===== config.mk =====
export PLATFORM = sky130hd
export DESIGN_NAME = writeback_arbiter
export DESIGN_NICKNAME = d
export VERILOG_FILES = /design/src/rtl/writeback_arbiter.sv
export SDC_FILE = /design/constraint.sdc
export NUM_CORES = 1
export LEC_CHECK = 0
export BUFFER_PORTS_ARGS = -buffer_cell sky130_fd_sc_hd__buf_2
export CORE_MARGIN = 5
export CORE_UTILIZATION = 50
export CTS_BUF_LIST = sky130_fd_sc_hd__clkbuf_16
export CTS_CLUSTER_DIAMETER = 30
export DETAILED_ROUTE_END_ITERATION = 8
export PLACE_DENSITY = 0.86
export SETUP_SLACK_MARGIN = 0.02
export SYNTH_ARGS = -nofsm -noshare
export SYNTH_HDL_FRONTEND = slang
export SYNTH_SLANG_ARGS = --single-unit
export TNS_END_PERCENT = 1

===== constraint.sdc =====
create_clock -name clk -period 2.8 [get_ports clk]
set_input_delay 0.42 -clock clk [delete_from_list [all_inputs] [get_ports clk]]
set_output_delay 0.42 -clock clk [all_outputs]
set_load 0.03 [all_outputs]

===== src/rtl/writeback_arbiter.sv =====
// rtl/writeback_arbiter.sv - register-file write-port arbiter for ALU and load writebacks
// Memory has priority; a run of memory grants with the ALU waiting boosts the ALU.
module writeback_arbiter #(
   parameter int DATA_WIDTH   = 32,
   parameter int ADDR_WIDTH   = 5,
   parameter int STARVE_LIMIT = 4
) (
   input  logic                  clk,
   input  logic                  reset,
   input  logic                  stall,
   input  logic                  aluValid,
   input  logic [ADDR_WIDTH-1:0] aluReg,
   input  logic [DATA_WIDTH-1:0] aluData,
   output logic                  aluReady,
   input  logic                  memValid,
   input  logic [ADDR_WIDTH-1:0] memReg,
   input  logic [DATA_WIDTH-1:0] memData,
   output logic                  memReady,
   output logic                  regWrite,
   output logic [ADDR_WIDTH-1:0] writeReg,
   output logic [DATA_WIDTH-1:0] writeData
);

   localparam int CNT_W = $clog2(STARVE_LIMIT + 1);
   localparam logic [CNT_W-1:0] LIMIT = CNT_W'(STARVE_LIMIT);

   typedef enum logic {NORMAL, BOOST} state_t;

   state_t                state_q, state_d;
   logic [CNT_W-1:0]      starve_cnt_q, starve_cnt_d;
   logic                  reg_write_q, reg_write_d;
   logic [ADDR_WIDTH-1:0] write_reg_q, write_reg_d;
   logic [DATA_WIDTH-1:0] write_data_q, write_data_d;
   logic                  alu_grant, mem_grant;

   always_comb begin
      alu_grant = 1'b0;
      mem_grant = 1'b0;
      if (!reset && !stall) begin
         if (state_q == BOOST) begin
            if (aluValid)      alu_grant = 1'b1;
            else if (memValid) mem_grant = 1'b1;
         end else begin
            if (memValid)      mem_grant = 1'b1;
            else if (aluValid) alu_grant = 1'b1;
         end
      end
   end

   assign aluReady = alu_grant;
   assign memReady = mem_grant;

   always_comb begin
      state_d      = state_q;
      starve_cnt_d = starve_cnt_q;
      reg_write_d  = 1'b0;
      write_reg_d  = write_reg_q;
      write_data_d = write_data_q;

      if (!stall) begin
         if (alu_grant || !aluValid) begin
            starve_cnt_d = '0;
            state_d      = NORMAL;
         end else if (mem_grant) begin
            // ALU is waiting behind this memory grant
            if (starve_cnt_q != LIMIT) starve_cnt_d = starve_cnt_q + 1'b1;
            if (starve_cnt_q == LIMIT - 1'b1) state_d = BOOST;
         end
      end

      // x0 targets are accepted but never reach the write port
      if (alu_grant) begin
         reg_write_d  = (aluReg != '0);
         write_reg_d  = aluReg;
         write_data_d = aluData;
      end else if (mem_grant) begin
         reg_write_d  = (memReg != '0);
         write_reg_d  = memReg;
         write_data_d = memData;
      end
   end

   always_ff @(posedge clk) begin
      if (reset) begin
         state_q      <= NORMAL;
         starve_cnt_q <= '0;
         reg_write_q  <= 1'b0;
         write_reg_q  <= '0;
         write_data_q <= '0;
      end else begin
         state_q      <= state_d;
         starve_cnt_q <= starve_cnt_d;
         reg_write_q  <= reg_write_d;
         write_reg_q  <= write_reg_d;
         write_data_q <= write_data_d;
      end
   end

   assign regWrite  = reg_write_q;
   assign writeReg  = write_reg_q;
   assign writeData = write_data_q;

endmodule


==> flow_metrics.py, run 1 <==
metrics = {
    "worst_setup_path": {
        "worstPathArrival_ns": 1.47,
        "cp_data_required_time_ns": 2.38,
        "start_kind": "register",
        "crit_chain": "nand2b_1 -> nand3_2 -> inv_2 -> buf_2",
        "end_kind": "primary output",
        "critPathTopFamily": "simple AND/OR/NAND/NOR gates",
        "critPathMaxStageDelay_ns": 0.40,
        "criticalPathCategory": "register to primary output",
        "cp_max_fo": 16,
        "crit_path_top_delay_cell": "dfxtp_1",
        "critPathBufInv": 2,
    },
    "logic_synthesis": {
        "async_reset_ff_share_pct": 0,
        "ys_ff_latch": 42,
        "synth_cell_types": 32,
        "netlist_area_um2": 2436,
        "yosysTopAreaCell": "dfxtp_1",
        "synth_most_common_cell": "dfxtp_1",
        "yosysSeqAreaShare_pct": 34.51,
        "synth_common_cells": "42 x dfxtp_1, 41 x nand4_1, 38 x a31oi_1",
        "synth-edff-count": 0,
        "synth-main-ff-cell": "dfxtp_1",
        "synth_top_area_share_pct": 34.51,
        "yosysWarnings": 0,
        "syn-num-nets": 383,
        "avgSynthCellArea_um2": 8.093,
        "syn_inst": 301,
        "synth.area.top_cells": "dfxtp_1 35%, a41o_1 14%, nand4_1 11%",
    },
    "run_status": {
        "status": "finished, final reports clean",
    },
    "clock_network": {
        "numCtsBuffers": 5,
        "clock_path_buffers": 2,
        "cts_hold_buf": 0,
        "h-tree-depth": 2,
        "cts.sinks": 42,
        "cts_resized": 0,
        "cts_tree": "built",
        "clockRootBuffer": "clkbuf_16",
        "clk_pin_slew_ns": 0.06,
        "worstSkewPairLatency_ns": 0.28,
        "cts_setup_buffers": 0,
    },
    "detailed_routing": {
        "drtAntennaViolNets": 0,
        "avgRoutedWirePerCell_um": 16.34,
        "via_per_inst": 6.045,
        "drt_iter0_markers": 241,
        "first_pass_iters": 5,
        "vias": 2805,
        "drc_errors": 0,
        "routed_wl_um": 7583,
    },
    "timing": {
        "timing.final.ws_setup_ns": 0.9131,
        "slew_viol_final": 0,
        "fin_tns_setup_ns": 0,
        "fmax_mhz": 530.0,
        "slew_headroom_pct": 53.33,
        "fin_crit_ns": 1.887,
        "rsz0062_at_grt": "false",
        "finalCritPeriodShare_pct": 67.39,
        "setup_violations": 0,
        "holdWs_ns": 0.4058,
        "tightest_slew_ns": 0.6976,
        "final-hold-violation-count": 0,
        "skew_ns": 0.003403,
    },
    "pwr": {
        "p_leak_nw": 1.566,
        "power_density_nw_per_um2": 485.9,
        "ir_drop_mv": 0.2613,
    },
    "grt": {
        "grt-ovfl-total": 0,
        "grt_pass1_wl_um": 12330,
        "first_global_vias": 2593,
        "antenna_found_initial": 0,
        "gr-usage-all-layers_pct": 23.95,
        "grt_start_max_net_pins": 46,
    },
    "cells_and_area": {
        "finalNetCount": 478,
        "diodes": 0,
        "filler_cell_count": 429,
        "drive_gt1_share_pct": 35.26,
        "ff_latch_area_um2": 840.8,
        "multiInputGateArea_um2": 1247,
        "syn2layout_area_growth_pct": 27.68,
    },
    "floorplanning": {
        "die_y_um": 79.80,
        "core_area_um2": 4723,
        "initial_core_util_pct": 51.58,
        "die_area_um2": 6368,
        "num_rows": 25,
        "die_w_um": 79.80,
        "ios": 119,
    },
    "placement": {
        "dp_slack_ns": 0.9481,
        "io_buffers": 118,
        "gp_congestion": 0.8170,
        "post-dp-hpwl_um": 4925,
    },
    "hold_path": {
        "min_path_type": "input pin to register",
    },
    "flow_run": {
        "drv_cap": 0,
    },
}
## sequential cells by signal (all words and copies together) (netlist names)
signal,count
regWrite,1
starve_cnt_q,3
state_q,1
writeData,32
writeReg,5
## layout make-up
class | instances | area share, %
Clock inverter | 3 | 0.4023
Multi-Input combinational cell | 182 | 40.10
Timing Repair Buffer | 127 | 21.16
Tap cell | 67 | 2.695
Clock buffer | 5 | 4.023
Inverter | 38 | 4.586
Sequential cell | 42 | 27.03
## final timing paths
path                                   start                          to  slack, ns  cells past startpoint
setup / recovery        state_q$_SDFFE_PP0P_                    aluReady       0.91                      4
hold / removal                   memData[29]  writeData[29]$_SDFFE_PP0P_       0.41                      3
setup reg to reg        state_q$_SDFFE_PP0P_  writeData[12]$_SDFFE_PP0P_       1.32                      4
hold reg to reg   writeData[22]$_SDFFE_PP0P_  writeData[22]$_SDFFE_PP0P_       0.49                      2
## per-layer routing
layer | up-vias | track usage [%] | share of wire (%)
li1 | 1350 | - | -
met1 | 1292 | 30.30 | 41
met5 | - | 0 | 0
met4 | 0 | 9.459 | 1.9
met3 | 12 | 3.499 | 7.5
met2 | 151 | 40.73 | 49
## placed cells by master (no fill, tap or decap)
cell type / Yosys / final
a211o_4: 1 / 1
o21ai_1: 35 / 35
and3b_1: 1 / 1
ha_1: 3 / 3
nand3_2: 1 / 1
or2_1: 1 / 1
nor2_1: 5 / 5
nand2_2: 1 / 1
inv_1: 36 / 37
and2_1: 1 / 1
or4_1: 2 / 2
o21ai_0: 4 / 4
nand3b_1: 1 / 1
a31oi_1: 38 / 38
inv_2: 2 / 2
buf_4: 2 / 9
clkbuf_16: 0 / 5
nand4bb_1: 1 / 1
buf_2: 15 / 118
nand3_1: 1 / 1
and3_1: 1 / 1
a21oi_1: 3 / 3
clkinv_1: 0 / 1
clkinv_2: 0 / 1
nand4_1: 41 / 41
nand2b_1: 1 / 1
o32ai_2: 1 / 1
nand2_1: 4 / 4
nor2_4: 0 / 1
dfxtp_1: 42 / 42
a211oi_1: 1 / 1
a41o_1: 33 / 33
## worst reg2reg max path, cell delays in order, from the launching register on
cell	delay, ns
dfxtp_1	0.40
nand2b_1	0.16
nand3_2	0.32
buf_4	0.35
a31oi_1	0.17
## power breakdown
| part | switching [mW] | internal (mW) |
|---|---|---|
| Sequential | 0.0157 | 0.629 |
| Clock | 0.221 | 0.322 |
| Combinational | 0.205 | 0.119 |
| Total | 0.441 | 1.07 |
## cells by family after synthesis
logic type	share of synthesized area, %
adder cells (fa/ha/maj)	1.541
AND/OR/NAND/NOR	15.82
AO/OA/AOI/OAI	33.64
buffers and inverters	14.48
flip-flops	34.51
## metrics by stage
| step | cell area, µm² | power [mW] | util [%] | instances |
|---|---|---|---|---|
| 3_5_place_dp | 2973 | 0.9783 | 62.94 | 456 |
| 4_1_cts | 3110 | 1.522 | 65.85 | 464 |
| 6_report | 3110 | 1.511 | 65.85 | 464 |
| 2_1_floorplan | 2436 | 0.8672 | - | 301 |
| 5_1_grt | 3110 | 1.575 | 65.85 | 464 |
| 3_3_place_gp | 2973 | 0.9732 | 62.94 | 456 |
No activity file was read; power rests on OpenSTA's default activity.
==> inputs of run 2 (changes only) <==
--- a/config.mk
+++ b/config.mk
@@ -7,11 +7,11 @@
 export LEC_CHECK = 0
 export BUFFER_PORTS_ARGS = -buffer_cell sky130_fd_sc_hd__buf_2
 export CORE_MARGIN = 5
-export CORE_UTILIZATION = 50
+export CORE_UTILIZATION = 46
 export CTS_BUF_LIST = sky130_fd_sc_hd__clkbuf_16
 export CTS_CLUSTER_DIAMETER = 30
 export DETAILED_ROUTE_END_ITERATION = 8
-export PLACE_DENSITY = 0.86
+export PLACE_DENSITY = 0.8
 export SETUP_SLACK_MARGIN = 0.02
 export SYNTH_ARGS = -nofsm -noshare
 export SYNTH_HDL_FRONTEND = slang
==> constraint.sdc (replaced) <==
create_clock -name clk -period 1.95 [get_ports clk]
set_input_delay 0.2925 -clock clk [delete_from_list [all_inputs] [get_ports clk]]
set_output_delay 0.2925 -clock clk [all_outputs]
set_load 0.03 [all_outputs]
==> run 2 against run 1 <==
Critical path depth is the same. Non-clock buffer count grew 5. Clock skew grew 0.00091 ns. Register-to-register slack lost 0.81 ns. Critical path type unchanged. Core utilization shrank 4.3 points. Count of clock-buffer cells in the layout is the same. Largest cell class unchanged. Hold slack lost 0.13 ns. Die area grew 7.6%. Routed wire length grew 4.0%. Via count grew 0.25%.
==> flow_metrics.py, run 2 (synthesis results as in run 1) <==
metrics = {
    "run_status": {
        "status": "finished, final reports clean",
    },
    "grt": {
        "gr-usage-all-layers_pct": 23.21,
        "grt-ovfl-total": 0,
        "antenna_found_initial": 0,
        "grt_pass1_wl_um": 12220,
        "grt_start_max_net_pins": 57,
        "first_global_vias": 2519,
    },
    "timing": {
        "setup_violations": 0,
        "holdWs_ns": 0.2714,
        "timing.final.ws_setup_ns": 0.2224,
        "tightest_slew_ns": 0.5370,
        "slew_viol_final": 0,
        "skew_ns": 0.004313,
        "fin_tns_setup_ns": 0,
        "rsz0062_at_grt": "false",
        "final-hold-violation-count": 0,
        "fin_crit_ns": 1.728,
        "fmax_mhz": 578.8,
        "finalCritPeriodShare_pct": 88.60,
        "slew_headroom_pct": 64.20,
    },
    "pwr": {
        "power_frac_seq_pct": 42.2,
        "pwr-share-comb_pct": 21.6,
        "p_int_mw": 1.542,
        "p_switching_mw": 0.6502,
        "ir_drop_mv": 0.4655,
        "power_density_nw_per_um2": 692.8,
        "p_leak_nw": 1.596,
        "swShare_pct": 29.66,
        "pwr-share-clk_pct": 36.2,
    },
    "clock_network": {
        "clockRootBuffer": "clkbuf_16",
        "clk_pin_slew_ns": 0.06,
        "cts.sinks": 42,
        "cts_resized": 0,
        "cts_hold_buf": 0,
        "h-tree-depth": 2,
        "cts_tree": "built",
        "clock_path_buffers": 2,
        "cts_setup_buffers": 0,
        "worstSkewPairLatency_ns": 0.29,
        "numCtsBuffers": 5,
    },
    "detailed_routing": {
        "vias": 2812,
        "drtAntennaViolNets": 0,
        "drc_errors": 0,
        "drt_iter0_markers": 275,
        "via_per_inst": 5.958,
        "first_pass_iters": 5,
        "routed_wl_um": 7886,
        "avgRoutedWirePerCell_um": 16.71,
    },
    "placement": {
        "placed_cell_area_um2": 3027,
        "gp_congestion": 0.8837,
        "io_buffers": 118,
        "dp_slack_ns": 0.3613,
        "post-dp-hpwl_um": 5307,
        "place_inst": 464,
    },
    "cells_and_area": {
        "final_area_um2": 3164,
        "diodes": 0,
        "final_cell_mix": "118 x buf_2, 42 x dfxtp_1, 41 x nand4_1",
        "finalNetCount": 483,
        "largest_reg_flops": 32,
        "drive_gt1_share_pct": 36.07,
        "syn2layout_area_growth_pct": 29.89,
        "layout_commonest_cell": "buf_2",
        "layout.cells.non_filler": 472,
    },
    "worst_setup_path": {
        "worstPathArrival_ns": 1.44,
        "crit_path_top_delay_cell": "dfxtp_1",
        "cp_data_required_time_ns": 1.66,
        "end_kind": "primary output",
        "cp_max_fo": 11,
        "critPathMaxStageDelay_ns": 0.41,
        "start_kind": "register",
        "crit_chain": "nand2b_1 -> nand3_2 -> inv_2 -> buf_2",
        "criticalPathCategory": "register to primary output",
    },
    "floorplanning": {
        "core_area_um2": 5140,
        "num_rows": 26,
        "die_w_um": 82.77,
        "ios": 119,
        "die_y_um": 82.77,
        "die_area_um2": 6851,
        "initial_core_util_pct": 47.40,
    },
    "hold_path": {
        "min_path_type": "input pin to register",
    },
    "flow_run": {
        "drv_cap": 0,
    },
}
-- run 2: critical path, delay by kind of cell, from the launching register on --
kind,cells,cell delay (ns)
buffers and inverters,2,0.32
flip-flops,1,0.41
AND/OR/NAND/NOR,2,0.42
-- run 2: stage by stage --
step                      util, %  total power, mW
after floorplan                 -            1.245
after global placement      58.89            1.409
after detailed placement    58.89            1.414
after CTS                   61.56            2.207
after global routing        61.56            2.289
final                       61.56            2.192
-- run 2: layout make-up --
type / count / area [µm²]
Multi-Input combinational cell: 182 / 1247
Tap cell: 70 / 87.58
Clock buffer: 5 / 125.1
Fill cell: 471 / 1976
Timing Repair Buffer: 132 / 708.2
Inverter: 38 / 142.6
Sequential cell: 42 / 840.8
Clock inverter: 3 / 12.51
-- run 2: per-layer routing --
metal,global-route usage [%],wire length (µm),share of wire [%]
met4,11.27,135,1.7
met1,29.93,3320,42
met2,37.02,3745,47
met5,0,0,0
met3,4.536,684,8.7
-- run 2: path summary, 6_finish.rpt --
path                              startpoint                         end  slack, ns  depth (start not counted)
setup / recovery        state_q$_SDFFE_PP0P_                    aluReady       0.22                          4
hold reg to reg   writeData[24]$_SDFFE_PP0P_  writeData[24]$_SDFFE_PP0P_       0.49                          2
setup reg to reg        state_q$_SDFFE_PP0P_  writeData[18]$_SDFFE_PP0P_       0.51                          4
hold / removal                   memData[20]  writeData[20]$_SDFFE_PP0P_       0.27                          3
-- run 2: power groups by stage --
stage / clock network, mW / logic, mW / registers (mW)
after floorplan: 0 / 0.219 / 1.03
after global placement: 0 / 0.467 / 0.942
after detailed placement: 0 / 0.471 / 0.943
after CTS: 0.810 / 0.472 / 0.925
after global routing: 0.846 / 0.513 / 0.930
final: 0.794 / 0.473 / 0.925
